File: src/rtl/auction_round_ctrl.sv
// Sealed-bid round sequencer for 10 bidders: timed bid collection, argmax hand-off,
// reserve check and valid/ready result return.
module auction_round_ctrl #(
  parameter int unsigned bW      = 17,
  parameter int unsigned WIN_CYC = 64,
  parameter int unsigned CW      = 7
) (
  input  logic             clk,
  input  logic             rst_n,
  input  logic             start,
  input  logic [bW-1:0]    reserve,
  input  logic [9:0]       bid_valid,
  input  logic [10*bW-1:0] bid_data,
  output logic [9:0]       bid_ready,
  output logic [10*bW-1:0] amax_bids,
  input  logic [3:0]       amax_win,
  output logic             busy,
  output logic             res_valid,
  input  logic             res_ready,
  output logic [3:0]       res_winner,
  output logic [bW-1:0]    res_bid,
  output logic             res_no_sale,
  output logic [15:0]      round_cnt
);

  localparam int unsigned NB = 10;

  typedef enum logic [2:0] {
    S_IDLE, S_COLLECT, S_EVAL, S_CAPT, S_RESULT
  } state_t;

  state_t          state_q, state_d;
  logic [CW-1:0]   cnt_q, cnt_d;
  logic [bW-1:0]   reserve_q, reserve_d;
  logic [bW-1:0]   store_q [NB];
  logic [bW-1:0]   store_d [NB];
  logic [NB-1:0]   mask_q, mask_d;
  logic [NB-1:0]   bid_ready_q, bid_ready_d;
  logic            busy_q, busy_d;
  logic            res_valid_q, res_valid_d;
  logic [3:0]      res_winner_q, res_winner_d;
  logic [bW-1:0]   res_bid_q, res_bid_d;
  logic            res_no_sale_q, res_no_sale_d;
  logic [15:0]     round_cnt_q, round_cnt_d;
  logic [NB-1:0]   accept_c;
  logic [bW-1:0]   win_bid_c;

  // Store is always visible to the argmax; it only changes during COLLECT.
  for (genvar g = 0; g < NB; g++) begin : g_amax
    assign amax_bids[g*bW +: bW] = store_q[g];
  end

  // Bid lookup for the argmax winner; indices above 9 select nothing.
  always_comb begin
    win_bid_c = '0;
    for (int i = 0; i < NB; i++) begin
      if (amax_win == 4'(i)) win_bid_c = store_q[i];
    end
  end

  always_comb begin
    state_d       = state_q;
    cnt_d         = cnt_q;
    reserve_d     = reserve_q;
    store_d       = store_q;
    mask_d        = mask_q;
    bid_ready_d   = bid_ready_q;
    busy_d        = busy_q;
    res_valid_d   = res_valid_q;
    res_winner_d  = res_winner_q;
    res_bid_d     = res_bid_q;
    res_no_sale_d = res_no_sale_q;
    round_cnt_d   = round_cnt_q;
    accept_c      = (state_q == S_COLLECT) ? (bid_valid & bid_ready_q) : '0;

    case (state_q)
      S_IDLE: begin
        if (start) begin
          reserve_d   = reserve;
          for (int i = 0; i < NB; i++) store_d[i] = '0;
          mask_d      = '0;
          cnt_d       = CW'(WIN_CYC - 1);
          bid_ready_d = '1;
          busy_d      = 1'b1;
          state_d     = S_COLLECT;
        end
      end
      S_COLLECT: begin
        for (int i = 0; i < NB; i++) begin
          if (accept_c[i]) store_d[i] = bid_data[i*bW +: bW];
        end
        mask_d = mask_q | accept_c;
        if (cnt_q != '0) cnt_d = cnt_q - CW'(1);
        // Early close counts acceptances made in this same cycle.
        if (cnt_q == '0 || &mask_d) begin
          bid_ready_d = '0;
          state_d     = S_EVAL;
        end else begin
          bid_ready_d = ~mask_d;
        end
      end
      S_EVAL: begin
        state_d = S_CAPT;
      end
      S_CAPT: begin
        res_winner_d = amax_win;
        if (amax_win > 4'd9) begin
          res_bid_d     = '0;
          res_no_sale_d = 1'b1;
        end else begin
          res_bid_d     = win_bid_c;
          res_no_sale_d = (win_bid_c < reserve_q);
        end
        res_valid_d = 1'b1;
        state_d     = S_RESULT;
      end
      S_RESULT: begin
        if (res_ready) begin
          res_valid_d = 1'b0;
          round_cnt_d = round_cnt_q + 16'd1;
          busy_d      = 1'b0;
          state_d     = S_IDLE;
        end
      end
      default: begin
        state_d = S_IDLE;
        busy_d  = 1'b0;
      end
    endcase
  end

  always_ff @(posedge clk) begin
    if (!rst_n) begin
      state_q       <= S_IDLE;
      cnt_q         <= '0;
      reserve_q     <= '0;
      for (int i = 0; i < NB; i++) store_q[i] <= '0;
      mask_q        <= '0;
      bid_ready_q   <= '0;
      busy_q        <= 1'b0;
      res_valid_q   <= 1'b0;
      res_winner_q  <= '0;
      res_bid_q     <= '0;
      res_no_sale_q <= 1'b0;
      round_cnt_q   <= '0;
    end else begin
      state_q       <= state_d;
      cnt_q         <= cnt_d;
      reserve_q     <= reserve_d;
      for (int i = 0; i < NB; i++) store_q[i] <= store_d[i];
      mask_q        <= mask_d;
      bid_ready_q   <= bid_ready_d;
      busy_q        <= busy_d;
      res_valid_q   <= res_valid_d;
      res_winner_q  <= res_winner_d;
      res_bid_q     <= res_bid_d;
      res_no_sale_q <= res_no_sale_d;
      round_cnt_q   <= round_cnt_d;
    end
  end

  assign bid_ready   = bid_ready_q;
  assign busy        = busy_q;
  assign res_valid   = res_valid_q;
  assign res_winner  = res_winner_q;
  assign res_bid     = res_bid_q;
  assign res_no_sale = res_no_sale_q;
  assign round_cnt   = round_cnt_q;

endmodule

File: config.mk
export PLATFORM = sky130hd
export DESIGN_NAME = auction_round_ctrl
export DESIGN_NICKNAME = d
export VERILOG_FILES = /design/src/rtl/auction_round_ctrl.sv
export SDC_FILE = /design/constraint.sdc
export NUM_CORES = 1
export LEC_CHECK = 0
export CORE_MARGIN = 5
export CORE_UTILIZATION = 35
export CTS_BUF_LIST = sky130_fd_sc_hd__clkbuf_16
export DETAILED_ROUTE_END_ITERATION = 10
export PLACE_DENSITY = 0.66
export REMOVE_ABC_BUFFERS = 1
export SLEW_MARGIN = 40
export SYNTH_ARGS = -nofsm -noshare
export SYNTH_HDL_FRONTEND = slang
export SYNTH_SLANG_ARGS = --single-unit
File: constraint.sdc
create_clock -name clk -period 8.9 [get_ports clk]
set_clock_uncertainty 0.15 [all_clocks]
set_input_delay 1.335 -clock clk [delete_from_list [all_inputs] [get_ports clk]]
set_output_delay 1.335 -clock clk [all_outputs]
set_load 0.01 [all_outputs]
==> qor.yml <==
status: "completed"
setup_viol: 0
remaining_drc_errors: 0
grt-ovfl-total: 0
die_y_um: 191.1
maxSlewHeadroom: 0.4364
antenna_found_initial: 0
synth-edff-count: 0
start_kind: "primary input"
drt_iter0_markers: 1024
crit_fanout: 28
dp_hpwl_um: 38410
p_clk_frac: 0.434
row_count: 66
drv_slew: 0
worst_pin_slew_ps: 845.3
htreeDepth: 1
p_sw_uw: 765.3
drt-total-wl_um: 52370
cts_buffers: 29
ys_types: 65
min_path_type: "flip-flop to flip-flop"
cp.required_ps: 9190
ys_ff_latch: 257
post-route-period-util: 0.4721
ant_nets: 0
end_kind: "flip-flop"
drt_pre_antenna_iters: 7
multi_input_area_sq_mm: 0.005789
clk_pin_slew_ps: 60
holdBufCountCts: 0
rsz0062_at_grt: "false"
ys_top_cells_by_area: "dfxtp_1 45%, a21oi_1 9.9%, nand3_1 8.3%"
design_area_sq_mm: 0.01689
fin_ws_ps: 4698
final_common_cell: "clkdlybuf4s50_1"
setup.worst_path.start: "amax_win[3]"
critPathKind: "primary input to flip-flop"
root_buffer: "clkbuf_16"
period_needed_ps: 4202
placed_cell_area_sq_mm: 0.01589
coreArea_sq_mm: 0.03245
drive_gt1_frac: 0.05800
grt_max_degree: 125
finish.utilization: 0.5205
io_pins: 425
num_vias: 12231
finalSetupTns_ps: 0
area_delta_synth_final_pct: 47.15
yosysTopAreaCell: "dfxtp_1"
pre_cts_slack_ps: 4040
internal_power_mw: 2.108
viasPerCell: 5.512
min_from: "res_winner[2]"
syn_inst: 1407
syn_avg_cell_area_sq_um: 8.159
cap_violations: 0
tritoncts: "built"
ys_warn_count: 0
synthArstFlopShare: 0
power.leakage_nw: 5.740
clock_latency_ps: 580
die_w_um: 191.1
mostFrequentLayoutCells: "421 x clkdlybuf4s50_1, 257 x dfxtp_1, 242 x nand2_1, 226 x a21oi_1, 181 x nand3_1"
p_sw_frac: 0.2664
ys_seq_area_frac: 0.4482
power_per_cell_area_mw_per_mm2: 170.1
num-fill-cells: 3050
start_util: 0.3537
synth_top_area_frac: 0.4482
gr-usage-all-layers: 0.2720
finalHoldViolations: 0
r2r_cells: 9
cts_max_path_buffers: 3
whs_path_depth: 2
postCtsSetupBuffers: 0
grt_pass1_wl_um: 76330
ys.flop_type: "dfxtp_1"
regArea_sq_mm: 0.005145
fmax_ghz: 0.2380
peakVddDrop_v: 0.0001377
grt_pass1_vias: 12120
wl_per_cell_um: 23.60
syn_area_sq_mm: 0.01148
power.sequential.fraction: 0.425
place.gp.congestion: 0.9132
combPwrFrac: 0.140
cts_resized: 0
r2r-start: "amax_bids[66]"
die-area_sq_mm: 0.03652
cts.sinks: 257
critPathArrivalTime_ps: 4490
io_buffers: 424
layout.nets: 1977
-- worst max-delay path, cell delays in order --
cell and delay, ps:
clkdlybuf4s50_1 460, buf_4 310, nand2b_1 450, nor2_1 240, nand2_1 120, o221ai_1 150
ha_1 350, nand4_1 130, nor4b_1 480, o21ai_0 170, o221ai_1 200, a211oi_1 70
-- worst paths after layout --
| check | to | slack (ps) |
|---|---|---|
| max | res_no_sale | 4700 |
| min | res_winner[2] | 310 |
| max reg2reg | res_no_sale | 5960 |
| min reg2reg | res_winner[2] | 310 |
-- state kept, by name, summed over array words and instances, names as in the netlist --
register     flops
amax_bids      170
res_bid         17
reserve_q       17
round_cnt       16
bid_ready       10
mask_q          10
cnt_q            7
res_winner       4
state_q          3
busy             1
res_no_sale      1
res_valid        1
-- cells in the mapped netlist (3+ instances only) --
| cell type | count |
|---|---|
| mux2_2 | 4 |
| a211oi_1 | 6 |
| nand3_1 | 191 |
| a31oi_1 | 4 |
| ha_1 | 19 |
| o221ai_1 | 9 |
| and3_1 | 14 |
| a21oi_1 | 226 |
| xnor2_1 | 6 |
| inv_1 | 28 |
| o21a_1 | 4 |
| nor4b_1 | 4 |
| o31ai_1 | 7 |
| mux4_2 | 11 |
| nand2_1 | 242 |
| nor2b_1 | 4 |
| clkbuf_1 | 63 |
| o21ai_0 | 24 |
| nand2b_1 | 6 |
| nor3_1 | 9 |
| buf_1 | 6 |
| xor2_1 | 10 |
| o22ai_1 | 12 |
| o32ai_1 | 3 |
| nand4_1 | 7 |
| a221oi_1 | 15 |
| buf_4 | 7 |
| dfxtp_1 | 257 |
| a22o_1 | 12 |
| nor2_1 | 67 |
| o2bb2ai_1 | 9 |
| buf_2 | 39 |
| or3_1 | 3 |
| nor4_1 | 5 |
| mux2i_1 | 36 |
-- power by group through the flow --
stage	Sequential [mW]	Combinational, mW	Clock [mW]
6_report	1.22	0.403	1.25
5_1_grt	1.22	0.432	1.31
4_1_cts	1.22	0.401	1.26
3_5_place_dp	1.25	0.399	0
3_3_place_gp	1.24	0.393	0
2_1_floorplan	1.24	0.160	0
-- layer usage --
metal | part of all wire | global-route usage
met1 | 0.41 | 0.3494
met2 | 0.46 | 0.4492
met3 | 0.097 | 0.07907
met4 | 0.030 | 0.07210
met5 | 0 | 0
-- final cells by class --
class	instances	area share
Inverter	30	0.007111
Sequential cell	257	0.3046
Clock inverter	25	0.01526
Tap cell	442	0.03274
Clock buffer	29	0.04296
Antenna cell	1	0.0001481
Multi-Input combinational cell	1004	0.3427
Timing Repair Buffer	431	0.2545
-- kinds of logic after synthesis --
| logic type | Yosys count | synth area share |
|---|---|---|
| adder cells (fa/ha/maj) | 19 | 0.02071 |
| AO/OA/AOI/OAI | 350 | 0.1811 |
| buffers and inverters | 146 | 0.05493 |
| flip-flops | 257 | 0.4482 |
| XOR/XNOR | 16 | 0.01221 |
| AND/OR/NAND/NOR | 568 | 0.2259 |
| multiplexers | 51 | 0.05689 |
-- metrics by stage --
stage               std cells  hold slack (ps)  total power [mW]
floorplan                1291            286.3             1.403
global placement         2164            294.3             1.637
detailed placement       2164            296.9             1.645
CTS                      2218            309.3             2.884
global route             2218            329.3             2.966
finish                   2219            308.8             2.873
No activity file was read; power rests on OpenSTA's default activity.
